$ cat src/rtl/shift_reg_sequencer.sv
// Command-driven controller for one universal shift register: LOAD / SHL / SHR / READ with a result strobe.
// Define SEQ_ABORT_EN to add an `abort` input that cuts a LOAD/SHIFT short and reports partial contents.
module shift_reg_sequencer #(
    parameter int WIDTH = 8,
    parameter int CNT_W = 4
) (
    input  logic             clk,
    input  logic             reset_n,
    input  logic             cmd_valid,
    output logic             cmd_ready,
    input  logic [1:0]       cmd_op,
    input  logic [CNT_W-1:0] cmd_count,
    input  logic [WIDTH-1:0] cmd_data,
`ifdef SEQ_ABORT_EN
    input  logic             abort,
`endif
    output logic             sr_enable,
    output logic             sr_parallel_load,
    output logic             sr_shift_left,
    output logic             sr_shift_right,
    output logic [WIDTH-1:0] sr_data_in,
    input  logic [WIDTH-1:0] sr_data_out,
    output logic             res_valid,
    output logic [WIDTH-1:0] res_data,
    output logic             busy
);

    localparam logic [2:0] S_IDLE   = 3'd0;
    localparam logic [2:0] S_LOAD   = 3'd1;
    localparam logic [2:0] S_SHIFT  = 3'd2;
    localparam logic [2:0] S_SETTLE = 3'd3;
    localparam logic [2:0] S_DONE   = 3'd4;

    localparam logic [1:0] OP_LOAD = 2'b00;
    localparam logic [1:0] OP_SHL  = 2'b01;
    localparam logic [1:0] OP_SHR  = 2'b10;

    logic [2:0]       state_reg, state_next;
    logic [CNT_W-1:0] cnt_reg, cnt_next;
    logic             dir_left_reg, dir_left_next;
    logic             cmd_ready_reg, cmd_ready_next;
    logic             busy_reg, busy_next;
    logic             sr_enable_reg, sr_enable_next;
    logic             sr_load_reg, sr_load_next;
    logic             sr_left_reg, sr_left_next;
    logic             sr_right_reg, sr_right_next;
    logic [WIDTH-1:0] sr_data_in_reg, sr_data_in_next;
    logic             res_valid_reg, res_valid_next;
    logic [WIDTH-1:0] res_data_reg, res_data_next;
    logic             abort_req;

`ifdef SEQ_ABORT_EN
    assign abort_req = abort;
`else
    assign abort_req = 1'b0;
`endif

    // Next-state logic; every output is then decoded from state_next so it is registered (Moore).
    always_comb begin
        state_next      = state_reg;
        cnt_next        = cnt_reg;
        dir_left_next   = dir_left_reg;
        sr_data_in_next = sr_data_in_reg;
        res_data_next   = res_data_reg;

        case (state_reg)
            S_IDLE: begin
                if (cmd_valid && cmd_ready_reg) begin
                    case (cmd_op)
                        OP_LOAD: begin
                            state_next      = S_LOAD;
                            sr_data_in_next = cmd_data;
                        end
                        OP_SHL, OP_SHR: begin
                            dir_left_next = (cmd_op == OP_SHL);
                            if (cmd_count != '0) begin
                                state_next = S_SHIFT;
                                cnt_next   = cmd_count;
                            end else begin
                                state_next = S_DONE;
                            end
                        end
                        default: state_next = S_DONE;
                    endcase
                end
            end
            S_LOAD: state_next = S_SETTLE;
            S_SHIFT: begin
                cnt_next = cnt_reg - CNT_W'(1);
                if (abort_req || cnt_reg == CNT_W'(1)) begin
                    state_next = S_SETTLE;
                    cnt_next   = '0;
                end
            end
            S_SETTLE: state_next = S_DONE;
            S_DONE:   state_next = S_IDLE;
            default:  state_next = S_IDLE;
        endcase

        // DONE is only ever entered for a single cycle, so capture on entry.
        if (state_next == S_DONE) begin
            res_data_next = sr_data_out;
        end

        cmd_ready_next = (state_next == S_IDLE);
        busy_next      = (state_next != S_IDLE);
        sr_load_next   = (state_next == S_LOAD);
        sr_left_next   = (state_next == S_SHIFT) && dir_left_next;
        sr_right_next  = (state_next == S_SHIFT) && !dir_left_next;
        sr_enable_next = sr_load_next || (state_next == S_SHIFT);
        res_valid_next = (state_next == S_DONE);
    end

    always_ff @(posedge clk or negedge reset_n) begin
        if (!reset_n) begin
            state_reg      <= S_IDLE;
            cnt_reg        <= '0;
            dir_left_reg   <= 1'b0;
            cmd_ready_reg  <= 1'b1;
            busy_reg       <= 1'b0;
            sr_enable_reg  <= 1'b0;
            sr_load_reg    <= 1'b0;
            sr_left_reg    <= 1'b0;
            sr_right_reg   <= 1'b0;
            sr_data_in_reg <= '0;
            res_valid_reg  <= 1'b0;
            res_data_reg   <= '0;
        end else begin
            state_reg      <= state_next;
            cnt_reg        <= cnt_next;
            dir_left_reg   <= dir_left_next;
            cmd_ready_reg  <= cmd_ready_next;
            busy_reg       <= busy_next;
            sr_enable_reg  <= sr_enable_next;
            sr_load_reg    <= sr_load_next;
            sr_left_reg    <= sr_left_next;
            sr_right_reg   <= sr_right_next;
            sr_data_in_reg <= sr_data_in_next;
            res_valid_reg  <= res_valid_next;
            res_data_reg   <= res_data_next;
        end
    end

    assign cmd_ready        = cmd_ready_reg;
    assign busy             = busy_reg;
    assign sr_enable        = sr_enable_reg;
    assign sr_parallel_load = sr_load_reg;
    assign sr_shift_left    = sr_left_reg;
    assign sr_shift_right   = sr_right_reg;
    assign sr_data_in       = sr_data_in_reg;
    assign res_valid        = res_valid_reg;
    assign res_data         = res_data_reg;

endmodule

$ cat config.mk
export PLATFORM = sky130hd
export DESIGN_NAME = shift_reg_sequencer
export DESIGN_NICKNAME = d
export VERILOG_FILES = /design/src/rtl/shift_reg_sequencer.sv
export SDC_FILE = /design/constraint.sdc
export NUM_CORES = 1
export LEC_CHECK = 0
export ABC_CLOCK_PERIOD_IN_PS = 3100
export CORE_ASPECT_RATIO = 1.5
export CORE_MARGIN = 2
export CORE_UTILIZATION = 48
export DETAILED_ROUTE_END_ITERATION = 16
export GPL_TIMING_DRIVEN = 0
export PLACE_DENSITY = 0.82
export SYNTH_ARGS = -nofsm -noshare
export SYNTH_HDL_FRONTEND = slang
export SYNTH_SLANG_ARGS = --single-unit
$ cat constraint.sdc
create_clock -name clk -period 3.1 [get_ports clk]
set_clock_uncertainty 0.2 [all_clocks]
set_input_delay 0.465 -clock clk [delete_from_list [all_inputs] [get_ports clk]]
set_output_delay 0.465 -clock clk [all_outputs]
set_load 0.02 [all_outputs]
==> impl_metrics.py, run 1 <==
metrics = {
    "final_layout": {
        "synthToLayoutAreaGrowth_pct": 42.92,
        "insertedDiodeCount": 0,
        "drive_gt1_share_pct": 21.74,
        "fin_nets": 190,
        "fin_cells": 200,
    },
    "sta": {
        "relSlewSlack_pct": 56.92,
        "setup_viol": 0,
        "drv_slew": 0,
        "min_period_over_period_pct": 78.43,
        "setup_tns_ns": 0,
        "tightest_slew_ns": 0.6462,
        "finalHoldViolations": 0,
        "period_needed_ns": 2.431,
        "fmax_ghz": 0.4113,
        "rsz0062_at_grt": "false",
        "final.setup.worst_slack_ns": 0.6686,
    },
    "global_route": {
        "grt_max_degree": 32,
        "antenna_found_initial": 0,
        "track_usage_pct": 17.21,
        "grt_pass1_vias": 1032,
        "grt_pass1_wl_mm": 4.498,
        "gr-total-overflow": 0,
    },
    "detailed_routing": {
        "drc": 0,
        "vias": 1002,
        "drtIter0Drc": 24,
        "topRoutingLayerUsed": "met4",
        "wl_met3_um": 212,
        "routed_wl_mm": 2.656,
        "dr_wl_met2_mm": 1.440,
        "wl_per_cell_um": 13.28,
        "antenna_left": 0,
        "wl_met1_um": 965,
        "routed_via_density": 5.010,
        "dr.pass1.iters": 4,
    },
    "die": {
        "rows": 24,
        "start_util_pct": 49.65,
        "die_x_um": 48.59,
        "ios": 48,
        "die_area_mm2": 0.003444,
        "die_y_um": 70.88,
        "core-area_mm2": 0.002883,
    },
    "cts": {
        "hold_buffers": 0,
        "clock_latency_ns": 0.27,
        "cts_resized": 0,
        "clk_pin_slew_ns": 0.06,
        "post-cts-setup-buffers": 0,
        "root_buffer": "clkbuf_8",
        "htreeDepth": 2,
        "cts.sinks": 31,
        "cts-buffers-inserted": 5,
        "clock_path_buffers": 2,
        "cts_tree": "done",
    },
    "placement": {
        "io_buffers": 47,
        "gp_congestion": 0.8027,
        "placed_cells": 192,
        "dp_slack_ns": 0.3895,
        "hpwl_mm": 2.092,
    },
    "power": {
        "power_per_cell_area_mw_per_mm2": 1034,
        "leakage_uw": 0.0009211,
        "ir_drop_mv": 0.5961,
    },
    "flow_run": {
        "drv_cap": 0,
    },
    "worst_setup_path": {
        "cp.required_ns": 3.06,
        "critical_path_class": "primary input to flip-flop",
        "cpPeakStageDelay_ns": 0.51,
        "crit_buf_inv": 2,
        "setup.worst_path.end_class": "flip-flop",
        "critPathMaxFanout": 9,
        "reg2reg_from": "state_reg[2]$_DFF_PN0_",
        "r2r_end": "res_data[2]$_DFFE_PN0N_",
        "rrSetupSlack_ns": 1.03,
        "arrival_ns": 2.39,
        "critical_path.top_delay_family": "simple AND/OR/NAND/NOR gates",
        "rr_worst_depth": 6,
        "crit_slowest_cell": "nor4_1",
        "critPathLaunchType": "primary input",
        "cp_cell_sequence": "clkdlybuf4s50_1 > nor4_1 > a21o_1 > o2bb2ai_2 > and2_4 > buf_12 > mux2_4",
    },
    "synth": {
        "ys_warn_count": 0,
        "yosysTopAreaCell": "dfrtp_1",
        "netlist_area_mm2": 0.001431,
        "synth_top_area_share_pct": 52.45,
        "synth_cells": 106,
        "avgSynthCellArea_um2": 13.50,
        "synth_nets": 136,
        "ys_top_cells_by_area": "dfrtp_1 (52%), mux2_4 (8.4%), mux2_2 (7.1%)",
        "ys_seq_elements": 31,
        "ys_types": 32,
        "ys_seq_area_share_pct": 54.28,
    },
    "hold_path": {
        "hp-class": "primary input to async pin",
    },
    "status": {
        "status": "complete, no violations",
    },
}
## worst max path at each step
stage                 startpoint                 endpoint  slack (ns)  depth (start not counted)
floorplan              cmd_op[0]  res_data[0]$_DFFE_PN0N_        1.08                          8
global placement    cmd_count[0]  res_data[0]$_DFFE_PN0N_        0.42                          7
detailed placement  cmd_count[0]  res_data[3]$_DFFE_PN0N_        0.39                          7
CTS                 cmd_count[0]  res_data[3]$_DFFE_PN0N_        0.68                          7
global route           cmd_op[0]  res_data[6]$_DFFE_PN0N_        0.61                          9
finish              cmd_count[0]  res_data[2]$_DFFE_PN0N_        0.67                          7
## final cells by class
class                   instances  area, um2
flip-flops and latches         31      777.0
multi-input cells              66      596.8
plain buffers                   2      31.28
well taps                      39      48.80
inverters                       7      26.28
fillers                       230      837.1
repair buffers                 47      465.4
clock buffers                   8      100.1
## cell usage in the layout, fill, tap and decap left out, drive strengths merged
cell / n
clkdlybuf4s50: 46
dfrtp: 30
mux2: 17
nand2: 10
clkbuf: 8
inv: 7
ha: 5
nor2: 4
nand2b: 4
mux2i: 3
a21oi: 3
buf: 3
and4bb: 2
or2: 2
nor3: 2
nor2b: 2
nor4: 1
a21o: 1
o2bb2ai: 1
nand3b: 1
o221ai: 1
or3: 1
and4: 1
and2: 1
o211a: 1
o211ai: 1
o22ai: 1
o311ai: 1
dfstp: 1
## metal layers
metal | vias to the layer above | track usage, %
li1 | 473 | -
met1 | 478 | 17.16
met2 | 47 | 31.64
met3 | 4 | 7.173
met4 | 0 | 6.349
met5 | - | 0
## cells in the mapped netlist
library cell	number
a21o_1	1
a21oi_1	2
a21oi_4	1
and2_4	1
and4_1	1
and4bb_1	2
buf_12	1
buf_6	1
dfrtp_1	30
dfstp_2	1
ha_1	5
inv_1	6
inv_2	1
mux2_2	9
mux2_4	8
mux2i_1	3
nand2_1	10
nand2b_1	4
nand3b_2	1
nor2_1	4
nor2b_1	1
nor2b_4	1
nor3_1	2
nor4_1	1
o211a_1	1
o211ai_1	1
o221ai_2	1
o22ai_1	1
o2bb2ai_2	1
o311ai_0	1
or2_1	2
or3_1	1
## through the flow
step,hold WS [ns],total power [uW],instance area [um2],utilization (%)
after global routing,0.07530,2243,2046,70.96
final,0.01240,2115,2046,70.96
after floorplan,-0.03059,1374,1431,-
after detailed placement,0.2961,1800,1951,67.66
after global placement,0.2864,1763,1951,67.66
after CTS,0.3057,2147,2051,71.14
## report_power, final
part	switching, uW	internal (uW)
sequential	115	608
clock	131	202
combinational	483	576
## logic make-up (layout without fill, tap and decap cells)
logic type / after synthesis / in the layout / share of synthesized area [%]
adders and majority gates: 5 / 5 / 4.371
AOI/OAI and AO/OA: 10 / 10 / 6.731
DFF: 31 / 31 / 54.28
buffers and inverters: 9 / 64 / 4.021
and+or+nand+nor: 31 / 31 / 13.02
muxes: 20 / 20 / 17.57
## worst reg2reg max path, stage by stage (launching register included)
cell	delay, ns
dfrtp_1	0.45
and4bb_1	0.36
nor2b_4	0.19
o2bb2ai_2	0.15
and2_4	0.18
buf_12	0.13
mux2_4	0.30
No activity file was read; power rests on OpenSTA's default activity.
==> run 2: changes to the inputs <==
==> config.mk (replaced) <==
export PLATFORM = sky130hd
export DESIGN_NAME = shift_reg_sequencer
export DESIGN_NICKNAME = d
export VERILOG_FILES = /design/src/rtl/shift_reg_sequencer.sv
export SDC_FILE = /design/constraint.sdc
export NUM_CORES = 1
export LEC_CHECK = 0
export ABC_CLOCK_PERIOD_IN_PS = 2130
export CORE_ASPECT_RATIO = 1.5
export CORE_MARGIN = 2
export CORE_UTILIZATION = 40
export DETAILED_ROUTE_END_ITERATION = 16
export GPL_TIMING_DRIVEN = 0
export PLACE_DENSITY = 0.72
export SYNTH_ARGS = -nofsm -noshare
export SYNTH_HDL_FRONTEND = slang
export SYNTH_SLANG_ARGS = --single-unit
==> constraint.sdc (replaced) <==
create_clock -name clk -period 2.13 [get_ports clk]
set_clock_uncertainty 0.2 [all_clocks]
set_input_delay 0.3195 -clock clk [delete_from_list [all_inputs] [get_ports clk]]
set_output_delay 0.3195 -clock clk [all_outputs]
set_load 0.02 [all_outputs]
==> impl_metrics.py, run 2 (synthesized netlist as in run 1, its figures left out) <==
metrics = {
    "power": {
        "power_per_cell_area_mw_per_mm2": 1514,
        "leakage_uw": 0.0009766,
        "total_power_uw": 3247,
        "ir_drop_mv": 0.9008,
    },
    "hold_path": {
        "hp-class": "primary input to flip-flop",
        "holdPathStages": 3,
        "min_from": "cmd_count[2]",
        "hold_path_end": "cnt_reg[2]$_DFFE_PN0P_",
    },
    "final_layout": {
        "fin_cells": 206,
        "synthToLayoutAreaGrowth_pct": 49.83,
        "multi_input_area_um2": 648.1,
        "layout_common_cells": "clkdlybuf4s50_1 (43), dfrtp_1 (29), nand2_1 (10), mux2_2 (9), mux2_4 (8)",
        "seqCellArea_um2": 778.2,
        "fin_nets": 193,
        "drive_gt1_share_pct": 26.83,
        "post-route-util_pct": 62.78,
        "insertedDiodeCount": 0,
        "fillCellCount": 280,
        "layout_commonest_cell": "clkdlybuf4s50_1",
    },
    "detailed_routing": {
        "dr.pass1.iters": 4,
        "vias": 1018,
        "antenna_left": 0,
        "wl_per_cell_um": 13.83,
        "routed_wl_mm": 2.848,
        "drc": 0,
        "routed_via_density": 4.942,
        "drtIter0Drc": 17,
    },
    "cts": {
        "clock_latency_ns": 0.28,
        "cts.sinks": 31,
        "cts_tree": "done",
        "root_buffer": "clkbuf_8",
        "clock_path_buffers": 2,
        "cts-buffers-inserted": 5,
        "clk_pin_slew_ns": 0.06,
        "htreeDepth": 2,
    },
    "sta": {
        "rsz0062_at_grt": "false",
        "fmax_ghz": 0.4811,
        "setup_tns_ns": 0,
        "period_needed_ns": 2.079,
        "relSlewSlack_pct": 55.53,
        "min_period_over_period_pct": 97.59,
        "drv_slew": 0,
        "finalHoldViolations": 0,
        "tightest_slew_ns": 0.6671,
        "setup_viol": 0,
    },
    "die": {
        "die_y_um": 77.27,
        "die_x_um": 52.84,
        "die_area_mm2": 0.004083,
        "rows": 26,
        "core-area_mm2": 0.003416,
        "ios": 48,
        "start_util_pct": 41.90,
    },
    "worst_setup_path": {
        "critPathMaxFanout": 9,
        "critPathLaunchType": "flip-flop",
        "cp.required_ns": 2.10,
        "setup.worst_path.end_class": "flip-flop",
        "rr_worst_depth": 6,
        "rrSetupSlack_ns": 0.05,
        "r2r_end": "res_data[1]$_DFFE_PN0N_",
        "critical_path_class": "flip-flop to flip-flop",
        "reg2reg_from": "state_reg[2]$_DFF_PN0_",
        "arrival_ns": 2.04,
    },
    "global_route": {
        "antenna_found_initial": 0,
        "grt_pass1_wl_mm": 4.857,
        "track_usage_pct": 15.89,
        "grt_max_degree": 32,
        "grt_pass1_vias": 1112,
        "gr-total-overflow": 0,
    },
    "placement": {
        "gp_congestion": 0.8849,
        "io_buffers": 47,
        "hpwl_mm": 2.152,
        "placed_cells": 195,
    },
    "status": {
        "status": "complete, no violations",
    },
    "flow_run": {
        "drv_cap": 0,
    },
}
run 2: power by group:
part           leakage [uW]  switching, uW  internal, uW
clock             0.0000612            215           378
sequential         0.000378            171           885
combinational      0.000538            733           866
run 2: how the worst max path moves through the flow:
stage          depth (start not counted)              startpoint                 endpoint
3_5_place_dp                           9               cmd_op[0]  res_data[4]$_DFFE_PN0N_
6_report                               6  state_reg[2]$_DFF_PN0_  res_data[1]$_DFFE_PN0N_
5_1_grt                                6  state_reg[2]$_DFF_PN0_  res_data[5]$_DFFE_PN0N_
4_1_cts                                6  state_reg[2]$_DFF_PN0_  res_data[4]$_DFFE_PN0N_
3_3_place_gp                           9               cmd_op[0]  res_data[2]$_DFFE_PN0N_
2_1_floorplan                          6     cmd_ready$_DFF_PN1_  res_data[0]$_DFFE_PN0N_
run 2: what timing repair did:
| item | 4_1_cts | 5_1_grt |
|---|---|---|
| resized for setup | 9 | 3 |
| setup buffers | 2 | 0 |
| pin swaps | 2 | 2 |
| hold endpoints to repair | 0 | 30 |
| endpoints found under the setup margin | 9 | 9 |
| hold buffers | 0 | 1 |
run 2: worst max-delay path, stage by stage (launching register included):
cell,delay [ns]
dfrtp_2,0.46
and4bb_2,0.35
nor2b_4,0.20
o2bb2ai_4,0.15
and2_4,0.17
buf_12,0.13
mux2_4,0.30
run 2: layer usage:
layer | vias to the layer above | track usage (%) | part of all wire (%)
met5 | - | 0 | 0
met4 | 0 | 6.154 | 2.1
met3 | 5 | 4.864 | 5.7
met2 | 37 | 26.38 | 54
met1 | 493 | 18.61 | 39
li1 | 483 | - | -
run 2: through the flow:
step | worst slack, ns | hold slack, ns | area [um2]
floorplan | 0.1136 | -0.1761 | 1431
global placement | -0.3708 | 0.2880 | 1954
detailed placement | -0.4908 | 0.2903 | 1954
CTS | 0.03170 | 0.3047 | 2127
global route | 0.006078 | 0.2342 | 2145
finish | 0.05141 | 0.2231 | 2145
run 2: layout make-up:
class	instances	area share, %
Timing Repair Buffer	50	22.87
Multi-Input combinational cell	66	30.22
Sequential cell	31	36.29
Clock buffer	6	3.851
Inverter	7	1.225
Clock inverter	2	1.634
Tap cell	42	2.450
Buffer	2	1.459
